<file path="src/rtl/reg_fanout_pkg.sv">
// Shared definitions for the register fan-out bank: mode encodings and the
// round-robin target search used by the top-level selection logic.
package reg_fanout_pkg;

    localparam logic MODE_BCAST = 1'b0;
    localparam logic MODE_RR    = 1'b1;

    localparam int unsigned MAX_NCH = 16;
    localparam int unsigned IDX_W   = 4;

    typedef struct packed {
        logic             found;
        logic [IDX_W-1:0] idx;
    } rr_pick_t;

    // First enabled channel at or after ptr, searching upward modulo nch (ptr < nch).
    function automatic rr_pick_t next_enabled(
        input logic [IDX_W-1:0]   ptr,
        input logic [MAX_NCH-1:0] en,
        input int unsigned        nch
    );
        rr_pick_t    pick;
        int unsigned cand;
        pick = '0;
        for (int unsigned k = 0; k < MAX_NCH; k++) begin
            cand = 32'(ptr) + k;
            if (cand >= nch) begin
                cand = cand - nch;
            end
            if ((k < nch) && !pick.found && en[IDX_W'(cand)]) begin
                pick.found = 1'b1;
                pick.idx   = IDX_W'(cand);
            end
        end
        return pick;
    endfunction

endpackage

</file>
<file path="src/rtl/reg_fanout_lane.sv">
// One channel of the fan-out bank: DEPTH-cycle delay line ending in a
// held output register with a one-cycle update strobe.
module reg_fanout_lane
    import reg_fanout_pkg::*;
#(
    parameter int unsigned     WIDTH   = 8,
    parameter int unsigned     DEPTH   = 1,
    parameter logic [WIDTH-1:0] RST_VAL = '0
) (
    input  logic             clk,
    input  logic             rst_n,
    input  logic             clr,
    input  logic             sel,
    input  logic [WIDTH-1:0] d,
    output logic [WIDTH-1:0] q,
    output logic             q_valid
);

    logic             fin_vld_c;
    logic [WIDTH-1:0] fin_dat_c;

    generate
        if (DEPTH == 1) begin : g_direct
            // The output register itself is the only stage.
            assign fin_vld_c = sel;
            assign fin_dat_c = d;
        end else begin : g_pipe
            localparam int unsigned NS = DEPTH - 1;

            logic [NS-1:0]    vld_r;
            logic [WIDTH-1:0] dat_r [NS];

            always_ff @(posedge clk or negedge rst_n) begin
                if (!rst_n) begin
                    vld_r <= '0;
                end else if (clr) begin
                    vld_r <= '0;
                end else begin
                    vld_r[0] <= sel;
                    for (int unsigned i = 1; i < NS; i++) begin
                        vld_r[i] <= vld_r[i-1];
                    end
                end
            end

            // Data stages need no reset; only the valid bits qualify them.
            always_ff @(posedge clk) begin
                dat_r[0] <= d;
                for (int unsigned i = 1; i < NS; i++) begin
                    dat_r[i] <= dat_r[i-1];
                end
            end

            assign fin_vld_c = vld_r[NS-1];
            assign fin_dat_c = dat_r[NS-1];
        end
    endgenerate

    always_ff @(posedge clk or negedge rst_n) begin
        if (!rst_n) begin
            q       <= RST_VAL;
            q_valid <= 1'b0;
        end else if (clr) begin
            q       <= RST_VAL;
            q_valid <= 1'b0;
        end else begin
            q_valid <= fin_vld_c;
            if (fin_vld_c) begin
                q <= fin_dat_c;
            end
        end
    end

endmodule

</file>
<file path="src/rtl/reg_fanout_bank.sv">
// Multi-channel register bank: distributes each accepted beat to all enabled
// channels (broadcast) or to the next enabled channel in turn (round-robin).
module reg_fanout_bank
    import reg_fanout_pkg::*;
#(
    parameter int unsigned      WIDTH   = 8,
    parameter int unsigned      NCH     = 3,
    parameter int unsigned      DEPTH   = 1,
    parameter logic [WIDTH-1:0] RST_VAL = '0
) (
    input  logic                                    clk,
    input  logic                                    rst_n,
    input  logic                                    clr,
    input  logic                                    mode,
    input  logic [NCH-1:0]                          ch_en,
    input  logic                                    d_valid,
    input  logic [WIDTH-1:0]                        d,
    output logic [NCH*WIDTH-1:0]                    q,
    output logic [NCH-1:0]                          q_valid,
    output logic [((NCH > 1) ? $clog2(NCH) : 1)-1:0] rr_ptr
);

    localparam int unsigned PW = (NCH > 1) ? $clog2(NCH) : 1;

    logic           accept_c;
    rr_pick_t       pick_c;
    logic [NCH-1:0] sel_c;
    logic [PW-1:0]  rr_ptr_nxt_c;

    assign accept_c = d_valid & ~clr;
    assign pick_c   = next_enabled(IDX_W'(rr_ptr), MAX_NCH'(ch_en), NCH);

    // Channel selection for the current beat and the advanced round-robin pointer.
    always_comb begin
        sel_c        = '0;
        rr_ptr_nxt_c = rr_ptr;
        if (accept_c) begin
            if (mode == MODE_BCAST) begin
                sel_c = ch_en;
            end else if (pick_c.found) begin
                for (int unsigned i = 0; i < NCH; i++) begin
                    sel_c[i] = (pick_c.idx == IDX_W'(i));
                end
                rr_ptr_nxt_c = (pick_c.idx == IDX_W'(NCH - 1))
                             ? '0 : PW'(pick_c.idx + IDX_W'(1));
            end
        end
    end

    always_ff @(posedge clk or negedge rst_n) begin
        if (!rst_n) begin
            rr_ptr <= '0;
        end else if (clr) begin
            rr_ptr <= '0;
        end else begin
            rr_ptr <= rr_ptr_nxt_c;
        end
    end

    generate
        for (genvar i = 0; i < NCH; i++) begin : g_lane
            reg_fanout_lane #(
                .WIDTH   (WIDTH),
                .DEPTH   (DEPTH),
                .RST_VAL (RST_VAL)
            ) u_lane (
                .clk     (clk),
                .rst_n   (rst_n),
                .clr     (clr),
                .sel     (sel_c[i]),
                .d       (d),
                .q       (q[i*WIDTH +: WIDTH]),
                .q_valid (q_valid[i])
            );
        end
    endgenerate

endmodule

</file>
<file path="config.mk">
export PLATFORM = sky130hd
export DESIGN_NAME = reg_fanout_bank
export DESIGN_NICKNAME = d
export VERILOG_FILES = /design/src/rtl/reg_fanout_pkg.sv /design/src/rtl/reg_fanout_lane.sv /design/src/rtl/reg_fanout_bank.sv
export SDC_FILE = /design/constraint.sdc
export NUM_CORES = 1
export LEC_CHECK = 0
export ABC_CLOCK_PERIOD_IN_PS = 2350
export BUFFER_PORTS_ARGS = -buffer_cell sky130_fd_sc_hd__buf_2
export CORE_MARGIN = 2
export CORE_UTILIZATION = 23
export DETAILED_ROUTE_END_ITERATION = 7
export PLACE_DENSITY = 0.43
export SYNTH_ARGS = -nofsm -noshare
export SYNTH_HDL_FRONTEND = slang
export SYNTH_HIERARCHICAL = 1
export SYNTH_SLANG_ARGS = --single-unit
export TNS_END_PERCENT = 10
</file>
<file path="constraint.sdc">
create_clock -name clk -period 2.35 [get_ports clk]
set_clock_uncertainty 0.05 [all_clocks]
set_input_delay 0.1175 -clock clk [delete_from_list [all_inputs] [get_ports clk]]
set_output_delay 0.1175 -clock clk [all_outputs]
set_load 0.02 [all_outputs]
</file>
* Word-level counts from Yosys, hierarchy flattened
Cells that the tools add are included.
Word-level totals: register bits 29, input port bits 16, output and inout bits 29, logic and storage cells 64
Operators by class: $add $sub $neg 6, magnitude comparators 6, equality and inequality tests 2, mux-type cells 29, bitwise gates (word level) 2, reductions and logical operators 12
Operators with widths (count):
- $mux 8 | 6
- $lt 4x5->1 const B | 3
- $mux 5 | 3
- $bmux 1 s4 | 3
- $mux 4 | 3
- $reduce_bool 2->1 | 6
- $mux 2 | 5
- $mux 3 | 3
- $sub 3x2->4 const B | 2
- $ge 3x2->1 const B | 2
- $mux 1 | 6
- $eq 4x1->1 const B | 1
- $eq 4x2->1 const B | 1
- $logic_not 4->1 | 1
- $add 2x1->3 const B | 1
- $add 2x2->3 const B | 1
- $reduce_and 3->1 | 1
- $sub 2x2->3 const B | 1
- $add 2x1->2 const B | 1
- $ge 2x2->1 const B | 1
- $logic_and 1x1->1 | 2
- $logic_not 1->1 | 2
- $and 1x1->1 | 1
- $not 1->1 | 1

* Logic depth before layout (Yosys ltp)
depth in word-level cells 17, gate-level depth with buffers 11, mapped depth without buffers 9

* Cells and area by module
Netlist, hierarchy kept.
Modules (own cells, without submodules):
- reg_fanout_lane | instances 3, cells each 28, area each 357.8 um^2, sequential area each 225.2 um^2
- reg_fanout_bank | instances 1, cells each 62, area each 481.7 um^2, sequential area each 50.0 um^2

* Worst setup path after synthesis
OpenSTA, ideal clock, no wires.
path type flip-flop to flip-flop, from register rr_ptr[1] (netlist name), to register g_lane[0].u_lane.q[0], setup time 121 ps, arrival 2571 ps, data required time 2179 ps, slack -392 ps, stages on the path, launching flop included 12, path buffers 2, clock period less this slack 2742 ps, cell sequence dfrtp_1 inv_1 ha_1 buf_6 nand2b_4 a222oi_1 nor2_2 mux2_4 o21ai_1 buf_6 mux2i_1 nor2_1
Between the ends: word-level cells in the longest chain between the ends 16, elaborated cells on any way between the ends 29, those cells by class add/sub: 5; order compare: 3; mux: 15; reduce/logical: 6
Ends and longest elaborated chain:
- start, declared | line reg_fanout_bank.sv:20 | output logic [((NCH > 1) ? $clog2(NCH) : 1)-1:0] rr_ptr
- start signal, assigned | line reg_fanout_bank.sv:56 | rr_ptr <= rr_ptr_nxt_c;
- parallel branches: the longest is 10 deep, another holds $sub 3x2->4
- $mux 5 (*) | line reg_fanout_pkg.sv:30 | if ((k < nch) && !pick.found && en[IDX_W'(cand)]) begin
- $logic_not 4->1 | line reg_fanout_bank.sv:42 | sel_c[i] = (pick_c.idx == IDX_W'(i));
- $mux 3 (*) | line reg_fanout_bank.sv:40 | end else if (pick_c.found) begin
- $mux 3 (*) | line reg_fanout_bank.sv:38 | if (mode == MODE_BCAST) begin
- $mux 3 (*) | line reg_fanout_bank.sv:37 | if (accept_c) begin
- via sel_c[0] | line reg_fanout_bank.sv:27 | logic [NCH-1:0] sel_c;
- $reduce_bool 2->1 (no source line) (*)
- end signal, assigned | line reg_fanout_lane.sv:69 | q <= fin_dat_c;
- end, declared | line reg_fanout_lane.sv:15 | output logic [WIDTH-1:0] q,
Mark *: on every way through the listed nets, which the timed path passes. The select of a mux whose other input is x is not followed. A chain may end at the register's enable or synchronous reset.

* Final worst setup path
from register rr_ptr[0] (netlist name), to register g_lane[0].u_lane.q[1]
Same word-level chain as after synthesis.

==> reports/metrics.csv <==
stage,metric,value,unit
cts,maximum root-to-sink buffer count,2,
global_routing,gr usage total,0.108,
finish,share of post-route cells with drive strength above 1,0.464,
logic_synthesis,distinct cell type count after synthesis,37,
drt,DR vias/cell,4.59,
sta,slack of the critical path,-0.145,ns
logic_synthesis,Synth Instances,146,
drt,Initial DRC Count,62,
sta,Final Setup Violations,26,
floorplanning,Die X-Extent,86.2,um
global_routing,GR Overflow Total,0,
finish,nets@finish,240,
sta,Fin. Hold Viols,0,
min_path,HP Class,input pin to flop,
min_path,Hold EP,g_lane[1].u_lane/q[5],
sta,Max-slew headroom,0.568,
worst_setup_path,Reg2Reg Capture Point,g_lane[0].u_lane/q[1],
placement,port buffer count,44,
sta,max-slew violation total from the final report,0,
logic_synthesis,area share of the largest cell type after synthesis,0.467,
cts,H-tree depth,2,
sta,crit path time final,2.50,ns
min_path,Hold Path Stages,3,
worst_setup_path,CP Class,flop to flop,
floorplanning,row count,29,
finish,Layout fillers,669,
sta,pin slew with the least headroom to its limit,0.647,ns
cts,clock slew at reported path FFs,0.06,ns
min_path,min-delay src,d[5],
cts,cts bufs inserted,5,
placement,Worst Setup Slack post-DPL,-0.189,ns
job,number of max-cap violations,0,
logic_synthesis,Mapped Nets,167,
worst_setup_path,critical path required time,2.45,ns
sta,RSZ-0062 raised after global routing,true,
logic_synthesis,warnings from Yosys,6,
floorplanning,# IOs,45,
worst_setup_path,maximum fanout along the worst path,9,
floorplanning,initial core utilization,0.241,
logic_synthesis,ys flop type,dfrtp_1,
power_and_ir_drop,Pleak,1.11,nW
worst_setup_path,path depth of the worst reg2reg path,11,
floorplanning,core footprint,0.00646,mm2
power_and_ir_drop,Worst VDD drop,232,uV
floorplanning,Die Span Y,86.2,um
drt,drt pass-1 iters,4,
cts,clock root buffer master,clkbuf_8,
outcome,failing checks,setup timing,
finish,fin cells,297,
drt,drt total wl,3.99,mm
sta,Tcrit/Tclk final,1.06,
outcome,run status,finished with violations,
cts,Skew-Pair Late Insertion Delay,0.28,ns
drt,vias,1362,
worst_setup_path,crit path cell chain,inv_4 -> ha_4 -> nand2b_4 -> a222oi_1 -> buf_4 -> nor2_4 -> mux2_4 -> o21ai_2 -> buf_12 -> mux2i_1 -> nor2_1,
worst_setup_path,r2r startpoint,rr_ptr[0],
logic_synthesis,Netlist Area Pre-Place,0.00156,mm2
logic_synthesis,ys async rst share,1.00,
drt,routed len/inst,13.4,um
global_routing,largest net degree at the start of global routing,30,
global_routing,number of global-route vias before repair,1263,
finish,diode count,0,
placement,placed cells,281,
floorplanning,die footprint,0.00744,mm2
cts,CTS tree,built,
placement,Final GP Congestion,0.754,
logic_synthesis,Synth top cells by count,"dfrtp_1 (29), mux2i_1 (26), nor2_1 (26), nand2_1 (6), ha_1 (5)",
logic_synthesis,register area share after synthesis,0.467,
power_and_ir_drop,PwrDens,612,mW/mm2
global_routing,initial antenna violation count,0,
placement,DP Wirelength,2.75,mm
cts,clk sink count,29,
global_routing,first-pass GRT wire length,6.24,mm
worst_setup_path,CP Launch Type,flop,
worst_setup_path,"Slowest-stage cell, CP",dfrtp_2,
logic_synthesis,"top cells by area, synth","dfrtp_1 (47%), mux2i_1 (17%), nor2_1 (6.3%)",
sta,Highest Clock Rate,401,MHz
drt,Post-DRT Antenna Nets,0,
finish,Layout area overhead,47.6,%
worst_setup_path,R2R Setup Slk,-0.15,ns
logic_synthesis,post-synth top area cell,dfrtp_1,
logic_synthesis,Syn Area/Cell,10.7,um2
worst_setup_path,CP Capture Type,flop,
logic_synthesis,Post-synth EDFFs,0,
worst_setup_path,crit-path max cell delay,0.43,ns
logic_synthesis,top-count cell post-synth,dfrtp_1,
logic_synthesis,Seq cells post-synth,29,
worst_setup_path,Worst EP arrival,2.60,ns
drt,DR DRC count,0,
metrics by stage:
stage | hold WS [ns] | cell area [um2] | TNS, ns | power, W | utilization
final | 0.0653 | 2300 | -2.67 | 0.00141 | 0.355
after global routing | 0.0657 | 2300 | -5.59 | 0.00149 | 0.355
after CTS | 0.0572 | 2230 | -3.13 | 0.00139 | 0.345
after detailed placement | 0.141 | 2040 | -4.17 | 0.000934 | 0.316
after global placement | 0.143 | 2040 | -4.89 | 0.000940 | 0.316
after floorplan | -0.228 | 1580 | -2.69 | 0.000765 | -
kinds of logic after synthesis:
family / count (synthesis) / synth area share
fa+ha+maj: 5 / 0.0402
compound gates: 23 / 0.104
simple gates: 49 / 0.158
mux: 27 / 0.177
flops: 29 / 0.467
buf+inv: 13 / 0.0547
worst max path at each step:
stage | startpoint | to | slack, ns | cells after the start
final | rr_ptr[0] | g_lane[0].u_lane/q[1] | -0.15 | 11
after global routing | rr_ptr[0] | g_lane[0].u_lane/q[4] | -0.28 | 11
after CTS | rr_ptr[1] | g_lane[2].u_lane/q[7] | -0.16 | 12
after detailed placement | rr_ptr[0] | g_lane[1].u_lane/q[0] | -0.19 | 11
after global placement | rr_ptr[1] | g_lane[2].u_lane/q[2] | -0.23 | 12
after floorplan | rr_ptr[1] | g_lane[0].u_lane/q[0] | -0.22 | 11
timing repair:
item / 4_1_cts / 5_1_grt
endpoints found under the hold margin: 29 / 0
setup buffers: 5 / 1
cloned: 1 / 0
pin swaps: 1 / 4
setup endpoints to repair: 27 / 27
resized for setup: 4 / 13
hold buffers: 1 / 0
where the power goes:
| part | switching (W) | internal (W) | total (W) |
|---|---|---|---|
| Combinational | 0.000224 | 0.000228 | 0.000452 |
| Clock | 0.000180 | 0.000238 | 0.000418 |
| Sequential | 0.0000139 | 0.000523 | 0.000537 |
| Total | 0.000417 | 0.000989 | 0.00141 |
layout by cell type, fill, tap and decap left out, types with 3 or more instances in the layout:
master / netlist / routed
buf_12: 0 / 4
o21ai_2: 1 / 4
nand2_1: 6 / 6
nor2_1: 26 / 26
mux2i_1: 26 / 25
nor2b_1: 4 / 4
clkbuf_8: 0 / 6
a21oi_1: 3 / 3
dfrtp_1: 29 / 27
buf_4: 0 / 24
buf_2: 2 / 44
a31oi_1: 4 / 3
registers in the layout, summed over array words and instances (netlist names):
register / flops
g_lane.u_lane/q: 24
g_lane.u_lane/q_valid: 3
rr_ptr: 2
cell type report:
type / instances / area, um2 / area share
tap: 77 / 96.3 / 0.0420
sequential: 29 / 728 / 0.317
clock buffer: 8 / 90.1 / 0.0392
timing repair buffer: 75 / 534 / 0.233
inverter: 4 / 20.0 / 0.00872
multi-input combinational: 104 / 827 / 0.360
critical path: cells and delay by family, from the launching register on:
family | cells | cell delay (ns)
flip-flops | 1 | 0.43
AO/OA/AOI/OAI | 2 | 0.47
buffers and inverters | 3 | 0.45
adder cells (fa/ha/maj) | 1 | 0.23
multiplexers | 2 | 0.50
AND/OR/NAND/NOR | 3 | 0.24
layer usage:
layer / share of wire / global-route usage / up-vias
li1: - / - / 651
met5: 0 / 0 / -
met3: 0.040 / 0.0267 / 9
met4: 0.023 / 0.0440 / 0
met1: 0.44 / 0.139 / 661
met2: 0.49 / 0.175 / 41
(Power assumes the default switching activity.)
